### config.mk
export PLATFORM = sky130hd
export DESIGN_NAME = regfile_wb_arbiter
export DESIGN_NICKNAME = d
export VERILOG_FILES = /design/src/rtl/regarb_pkg.sv /design/src/rtl/regarb_scoreboard.sv /design/src/rtl/regfile_wb_arbiter.sv
export SDC_FILE = /design/constraint.sdc
export NUM_CORES = 1
export LEC_CHECK = 0
export ABC_AREA = 1
export CAP_MARGIN = 20
export CORE_ASPECT_RATIO = 1.25
export CORE_UTILIZATION = 51
export CTS_BUF_LIST = sky130_fd_sc_hd__clkbuf_16
export DETAILED_ROUTE_END_ITERATION = 10
export PLACE_DENSITY = 0.89
export SLEW_MARGIN = 20
export SYNTH_ARGS = -nofsm -noshare
export SYNTH_HDL_FRONTEND = slang
export SYNTH_SLANG_ARGS = --single-unit
### constraint.sdc
create_clock -name clk -period 6.57 [get_ports clk]
set_input_delay 0.657 -clock clk [delete_from_list [all_inputs] [get_ports clk]]
set_output_delay 0.657 -clock clk [all_outputs]
set_load 0.02 [all_outputs]
### src/rtl/regarb_pkg.sv
// Shared types and constants for the register-file write-port arbiter.
package regarb_pkg;

    localparam int             REG_AW       = 5;
    localparam int             REG_DW       = 32;
    localparam logic [4:0]     REG_ZERO     = 5'd0;
    localparam int             MAX_WAIT_DEF = 4;

    typedef enum logic [1:0] {
        GNT_NONE = 2'd0,
        GNT_WB   = 2'd1,
        GNT_LU   = 2'd2
    } grant_e;

endpackage

### src/rtl/regarb_scoreboard.sv
// Busy scoreboard for outstanding long-latency results: issue gating,
// decode busy queries and the sticky ordering-violation flag.
module regarb_scoreboard
    import regarb_pkg::*;
#(
    parameter int NREG = 32
) (
    input  logic              clk,
    input  logic              rst_n,
    input  logic              i_issue,
    input  logic [REG_AW-1:0] i_issue_rd,
    input  logic              i_lu_xfer,
    input  logic [REG_AW-1:0] i_lu_rd,
    input  logic              i_wb_xfer,
    input  logic [REG_AW-1:0] i_wb_rd,
    input  logic [REG_AW-1:0] i_q_rs,
    input  logic [REG_AW-1:0] i_q_rt,
    output logic              o_issue_ready,
    output logic              o_q_rs_busy,
    output logic              o_q_rt_busy,
    output logic              o_sb_err
);

    logic [NREG-1:0] r_busy;
    logic [NREG-1:0] w_set;
    logic [NREG-1:0] w_clr;
    logic            r_sb_err;
    logic            w_viol;

    assign o_issue_ready = rst_n && ((i_issue_rd == REG_ZERO) || !r_busy[i_issue_rd]);

    // r0 is never reserved, so its busy bit stays permanently clear
    generate
        for (genvar gi = 0; gi < NREG; gi++) begin : g_busy
            if (gi == 0) begin : g_r0
                assign w_set[gi] = 1'b0;
            end else begin : g_rn
                assign w_set[gi] = i_issue && o_issue_ready && (i_issue_rd == REG_AW'(gi));
            end
            assign w_clr[gi] = i_lu_xfer && (i_lu_rd == REG_AW'(gi));
        end
    endgenerate

    // Transfers here are real (non-r0) writes only; r0 results carry no ordering
    assign w_viol = (i_lu_xfer && !r_busy[i_lu_rd]) || (i_wb_xfer && r_busy[i_wb_rd]);

    always_ff @(posedge clk or negedge rst_n) begin
        if (!rst_n) begin
            r_busy   <= '0;
            r_sb_err <= 1'b0;
        end else begin
            r_busy   <= (r_busy & ~w_clr) | w_set;
            r_sb_err <= r_sb_err | w_viol;
        end
    end

    assign o_q_rs_busy = (i_q_rs != REG_ZERO) && r_busy[i_q_rs];
    assign o_q_rt_busy = (i_q_rt != REG_ZERO) && r_busy[i_q_rt];
    assign o_sb_err    = r_sb_err;

endmodule

### src/rtl/regfile_wb_arbiter.sv
// Arbitrates the single regfile write port between WB and the long-latency unit.
// Optional decode bypass outputs are built when REGARB_FWD_EN is defined.
module regfile_wb_arbiter
    import regarb_pkg::*;
#(
    parameter int MAX_WAIT = MAX_WAIT_DEF,
    parameter int NREG     = 32,
    parameter int DW       = REG_DW
) (
    input  logic              clk,
    input  logic              rst_n,
    input  logic              i_wb_valid,
    input  logic [REG_AW-1:0] i_wb_rd,
    input  logic [DW-1:0]     i_wb_wd,
    output logic              o_wb_ready,
    input  logic              i_lu_issue,
    input  logic [REG_AW-1:0] i_lu_issue_rd,
    output logic              o_lu_issue_ready,
    input  logic              i_lu_valid,
    input  logic [REG_AW-1:0] i_lu_rd,
    input  logic [DW-1:0]     i_lu_wd,
    output logic              o_lu_ready,
    input  logic [REG_AW-1:0] i_q_rs,
    input  logic [REG_AW-1:0] i_q_rt,
    output logic              o_q_rs_busy,
    output logic              o_q_rt_busy,
    output logic              o_rf_we,
    output logic [REG_AW-1:0] o_rf_rd,
    output logic [DW-1:0]     o_rf_wd,
    output logic              o_sb_err
`ifdef REGARB_FWD_EN
    ,
    output logic              o_q_rs_fwd,
    output logic              o_q_rt_fwd,
    output logic [DW-1:0]     o_fwd_wd
`endif
);

    localparam logic [3:0] C_MAX_WAIT = 4'(MAX_WAIT);

    logic       w_wb_real;
    logic       w_lu_real;
    grant_e     w_gnt;
    logic [3:0] r_starve_cnt;

    assign w_wb_real = i_wb_valid && (i_wb_rd != REG_ZERO);
    assign w_lu_real = i_lu_valid && (i_lu_rd != REG_ZERO);

    always_comb begin
        w_gnt = GNT_NONE;
        if (w_wb_real && w_lu_real) begin
            w_gnt = (r_starve_cnt == C_MAX_WAIT) ? GNT_LU : GNT_WB;
        end else if (w_wb_real) begin
            w_gnt = GNT_WB;
        end else if (w_lu_real) begin
            w_gnt = GNT_LU;
        end
        if (!rst_n) begin
            w_gnt = GNT_NONE;
        end
    end

    // r0 requests are acknowledged immediately without touching the port
    assign o_wb_ready = rst_n && i_wb_valid && ((i_wb_rd == REG_ZERO) || (w_gnt == GNT_WB));
    assign o_lu_ready = rst_n && i_lu_valid && ((i_lu_rd == REG_ZERO) || (w_gnt == GNT_LU));

    always_comb begin
        o_rf_we = 1'b0;
        o_rf_rd = REG_ZERO;
        o_rf_wd = '0;
        case (w_gnt)
            GNT_WB: begin
                o_rf_we = 1'b1;
                o_rf_rd = i_wb_rd;
                o_rf_wd = i_wb_wd;
            end
            GNT_LU: begin
                o_rf_we = 1'b1;
                o_rf_rd = i_lu_rd;
                o_rf_wd = i_lu_wd;
            end
            default: ;
        endcase
    end

    always_ff @(posedge clk or negedge rst_n) begin
        if (!rst_n) begin
            r_starve_cnt <= '0;
        end else if (!w_lu_real || (w_gnt == GNT_LU)) begin
            r_starve_cnt <= '0;
        end else if (r_starve_cnt != C_MAX_WAIT) begin
            r_starve_cnt <= r_starve_cnt + 4'd1;
        end
    end

    regarb_scoreboard #(
        .NREG (NREG)
    ) u_scoreboard (
        .clk           (clk),
        .rst_n         (rst_n),
        .i_issue       (i_lu_issue),
        .i_issue_rd    (i_lu_issue_rd),
        .i_lu_xfer     (w_gnt == GNT_LU),
        .i_lu_rd       (i_lu_rd),
        .i_wb_xfer     (w_gnt == GNT_WB),
        .i_wb_rd       (i_wb_rd),
        .i_q_rs        (i_q_rs),
        .i_q_rt        (i_q_rt),
        .o_issue_ready (o_lu_issue_ready),
        .o_q_rs_busy   (o_q_rs_busy),
        .o_q_rt_busy   (o_q_rt_busy),
        .o_sb_err      (o_sb_err)
    );

`ifdef REGARB_FWD_EN
    assign o_q_rs_fwd = o_rf_we && (o_rf_rd == i_q_rs) && (i_q_rs != REG_ZERO);
    assign o_q_rt_fwd = o_rf_we && (o_rf_rd == i_q_rt) && (i_q_rt != REG_ZERO);
    assign o_fwd_wd   = o_rf_wd;
`endif

endmodule

==> results.yml <==
timing:
  finalSetupTns_ps: 0
  slew-limit-headroom_pct: 25.5
  hold_viol_final: 0
  worst_pin_slew_ps: 1110
  holdWs_ps: 427
  maxSlewViolCount: 0
  rsz0062_at_grt: "no"
  period_needed_ps: 5190
  finalCritPeriodShare_pct: 79.0
  fin_skew_ps: 4.62
  setup_slack_ps: 1380
  setup_viol: 0
  max_freq_ghz: 0.193
finish:
  fillers: 690
  syn_to_final_growth_pct: 34.8
  drive_gt1_share_pct: 2.85
  antenna_cells: 0
  fin_cells: 936
  fin_nets: 938
route:
  vias: 5635
  dr.pass1.iters: 6
  totalWireLength_um: 16200
  drt_iter0_markers: 619
  drc: 0
  wl_per_cell_um: 17.4
  antenna_left: 0
  vias_per_cell: 6.02
worst_setup_path:
  critical_path_class: "in -> out"
  end_kind: "output port"
  required_ps: 5910
  arrival_ps: 4530
  start_kind: "input pin"
  critical_path.max_fanout: 18
clocking:
  clock_latency_ps: 290
  htreeDepth: 2
  cts_sinks: 37
  ctsResizeCount: 0
  cts_buffer_depth: 2
  cts_tree: "done"
  cts-root-buf: "clkbuf_16"
  postCtsSetupRepairBufs: 0
  ctsHoldBuffers: 0
  clkTransAtPathRegs_ps: 60
  numCtsBuffers: 5
placement:
  placed_cells: 928
  dp_slack_ps: 1480
  dp_hpwl_um: 11600
  gp_congestion: 1.09
  port_buffers: 137
global_routing:
  track_usage_pct: 38.4
  grt_max_degree: 42
  first_global_vias: 4944
  grt_pass1_wl_um: 24700
  overflow: 0
  antenna_found_initial: 0
power:
  max-vdd-ir-drop_v: 0.000208
  p_per_area_nw_per_um2: 180
  p_leak_nw: 2.36
logic_synthesis:
  synth_edf_count: 0
  synthArstFlopShare_pct: 100
  seq_area_frac_synth_pct: 22.4
  ys_types: 28
  yosys_warnings: 0
  synth_area_sq_um: 4130
  syn_area_per_cell_sq_um: 5.62
  synth-seq-cells: 37
  syn_nets: 834
  synth_cells: 736
  synthFlopType: "dfrtp_1"
floorplanning:
  io_pins: 138
  die_w_um: 82.5
  die_h_um: 103
  rows: 36
  core-area_sq_um: 7840
  dieArea_sq_um: 8470
  initial_core_util_pct: 52.7
run:
  drv_cap: 0
outcome:
  status: "complete, no violations"
min_path:
  min_path_type: "in -> async"
worst paths after layout:
check                                                 from                           endpoint  slack (ps)  cells after the start
setup / recovery                                i_lu_rd[0]                         o_rf_rd[4]        1380                     12
hold / removal                                       rst_n  u_scoreboard.r_busy[13]$_DFF_PN0_         430                      2
setup reg to reg               r_starve_cnt[0]$_DFFE_PN0P_   u_scoreboard.r_busy[6]$_DFF_PN0_        3450                     12
hold reg to reg            u_scoreboard.o_sb_err$_DFF_PN0_    u_scoreboard.o_sb_err$_DFF_PN0_         510                      1
max in group asynchronous                            rst_n   u_scoreboard.r_busy[8]$_DFF_PN0_        5760                      2
min in group clk           u_scoreboard.o_sb_err$_DFF_PN0_    u_scoreboard.o_sb_err$_DFF_PN0_         510                      1
cell usage in the layout, fill, tap and decap left out:
cell             netlist  routed
buf_2                  7       1
a21boi_0               1       1
clkbuf_16              0       5
nor2_1                42      42
nand4_1               34      34
a21oi_2                1       1
inv_2                  3       3
nand3b_1               1       1
dfrtp_1               37      37
ha_2                   0       1
a21oi_1               70      70
o211ai_1              10      10
o21ai_0              103     103
nand3_1               39      39
o21ai_4                1       1
nand2_2                2       2
nor2_2                 2       2
nor2_4                 2       2
buf_4                  2       3
clkinvlp_4             0       1
xor2_1                 2       2
or2_2                  1       1
nand2_1              265     265
a31oi_1                1       1
inv_1                 54      54
clkinv_1               2       3
nor3_1                16      16
bufinv_16              0       1
ha_1                   4       3
clkdlybuf4s50_1        0     136
area by class of cell:
type	count	area, sq um	share of cell area [%]
Multi-Input combinational cell	597	2750	49.4
Timing Repair Buffer	140	1390	24.9
Sequential cell	37	926	16.6
Inverter	59	221	3.97
Clock buffer	5	125	2.25
Tap cell	95	119	2.13
Clock inverter	3	41.3	0.741
registers in the layout, indices dropped and copies added (netlist names):
signal / count
r_starve_cnt: 4
u_scoreboard.r_busy: 32
u_scoreboard.o_sb_err: 1
power breakdown:
group / leakage, nW / switching [W] / total, W / internal, W
Clock: 0.0775 / 0.0000983 / 0.000276 / 0.000178
Combinational: 1.82 / 0.000232 / 0.000383 / 0.000151
Sequential: 0.470 / 0.0000776 / 0.000346 / 0.000268
Total: 2.36 / 0.000408 / 0.00100 / 0.000597
logic make-up (layout without fill, tap and decap cells):
| kind of cell | Yosys count | after routing | synth area share, % |
|---|---|---|---|
| AND/OR/NAND/NOR | 404 | 404 | 41.2 |
| AO/OA/AOI/OAI | 187 | 187 | 23.7 |
| buffers and inverters | 102 | 207 | 11.1 |
| flip-flops | 37 | 37 | 22.4 |
| adder cells (fa/ha/maj) | 4 | 4 | 1.21 |
| XOR/XNOR | 2 | 2 | 0.424 |
Yosys cell counts (2+ instances only):
| master | count | share of area [%] |
|---|---|---|
| a21oi_1 | 70 | 8.5 |
| buf_2 | 7 | 0.85 |
| buf_4 | 2 | 0.36 |
| buf_6 | 8 | 2.2 |
| clkbuf_1 | 25 | 2.3 |
| clkinv_1 | 2 | 0.18 |
| dfrtp_1 | 37 | 22 |
| ha_1 | 4 | 1.2 |
| inv_1 | 54 | 4.9 |
| inv_2 | 3 | 0.27 |
| nand2_1 | 265 | 24 |
| nand2_2 | 2 | 0.30 |
| nand3_1 | 39 | 4.7 |
| nand4_1 | 34 | 5.1 |
| nor2_1 | 42 | 3.8 |
| nor2_2 | 2 | 0.30 |
| nor2_4 | 2 | 0.54 |
| nor3_1 | 16 | 1.9 |
| o211ai_1 | 10 | 1.8 |
| o21ai_0 | 103 | 12 |
| xor2_1 | 2 | 0.42 |
critical path, stage by stage:
cell,delay (ps)
clkdlybuf4s50_1,470
nor2_1,620
nand2_1,150
nor2_1,170
inv_1,80
nand2_1,110
nor3_1,70
nor3_1,230
ha_1,500
nand2_1,520
a21oi_1,300
clkdlybuf4s50_1,650
stage by stage:
stage / power [W] / utilization, % / instance area, sq um
CTS: 0.000984 / 71.1 / 5570
floorplan: 0.000538 / - / 4130
global route: 0.00105 / 71.1 / 5570
global placement: 0.000701 / 68.9 / 5400
finish: 0.00100 / 71.1 / 5570
detailed placement: 0.000710 / 68.9 / 5400
routing by layer:
layer | vias to the layer above | GRT usage, % | wire, um
li1 | 2657 | - | -
met1 | 2532 | 50.9 | 6220
met2 | 366 | 59.2 | 7440
met3 | 80 | 6.19 | 1700
met4 | 0 | 21.1 | 869
met5 | - | 0 | 0
Note: power is estimated with default switching activity, not from simulation.
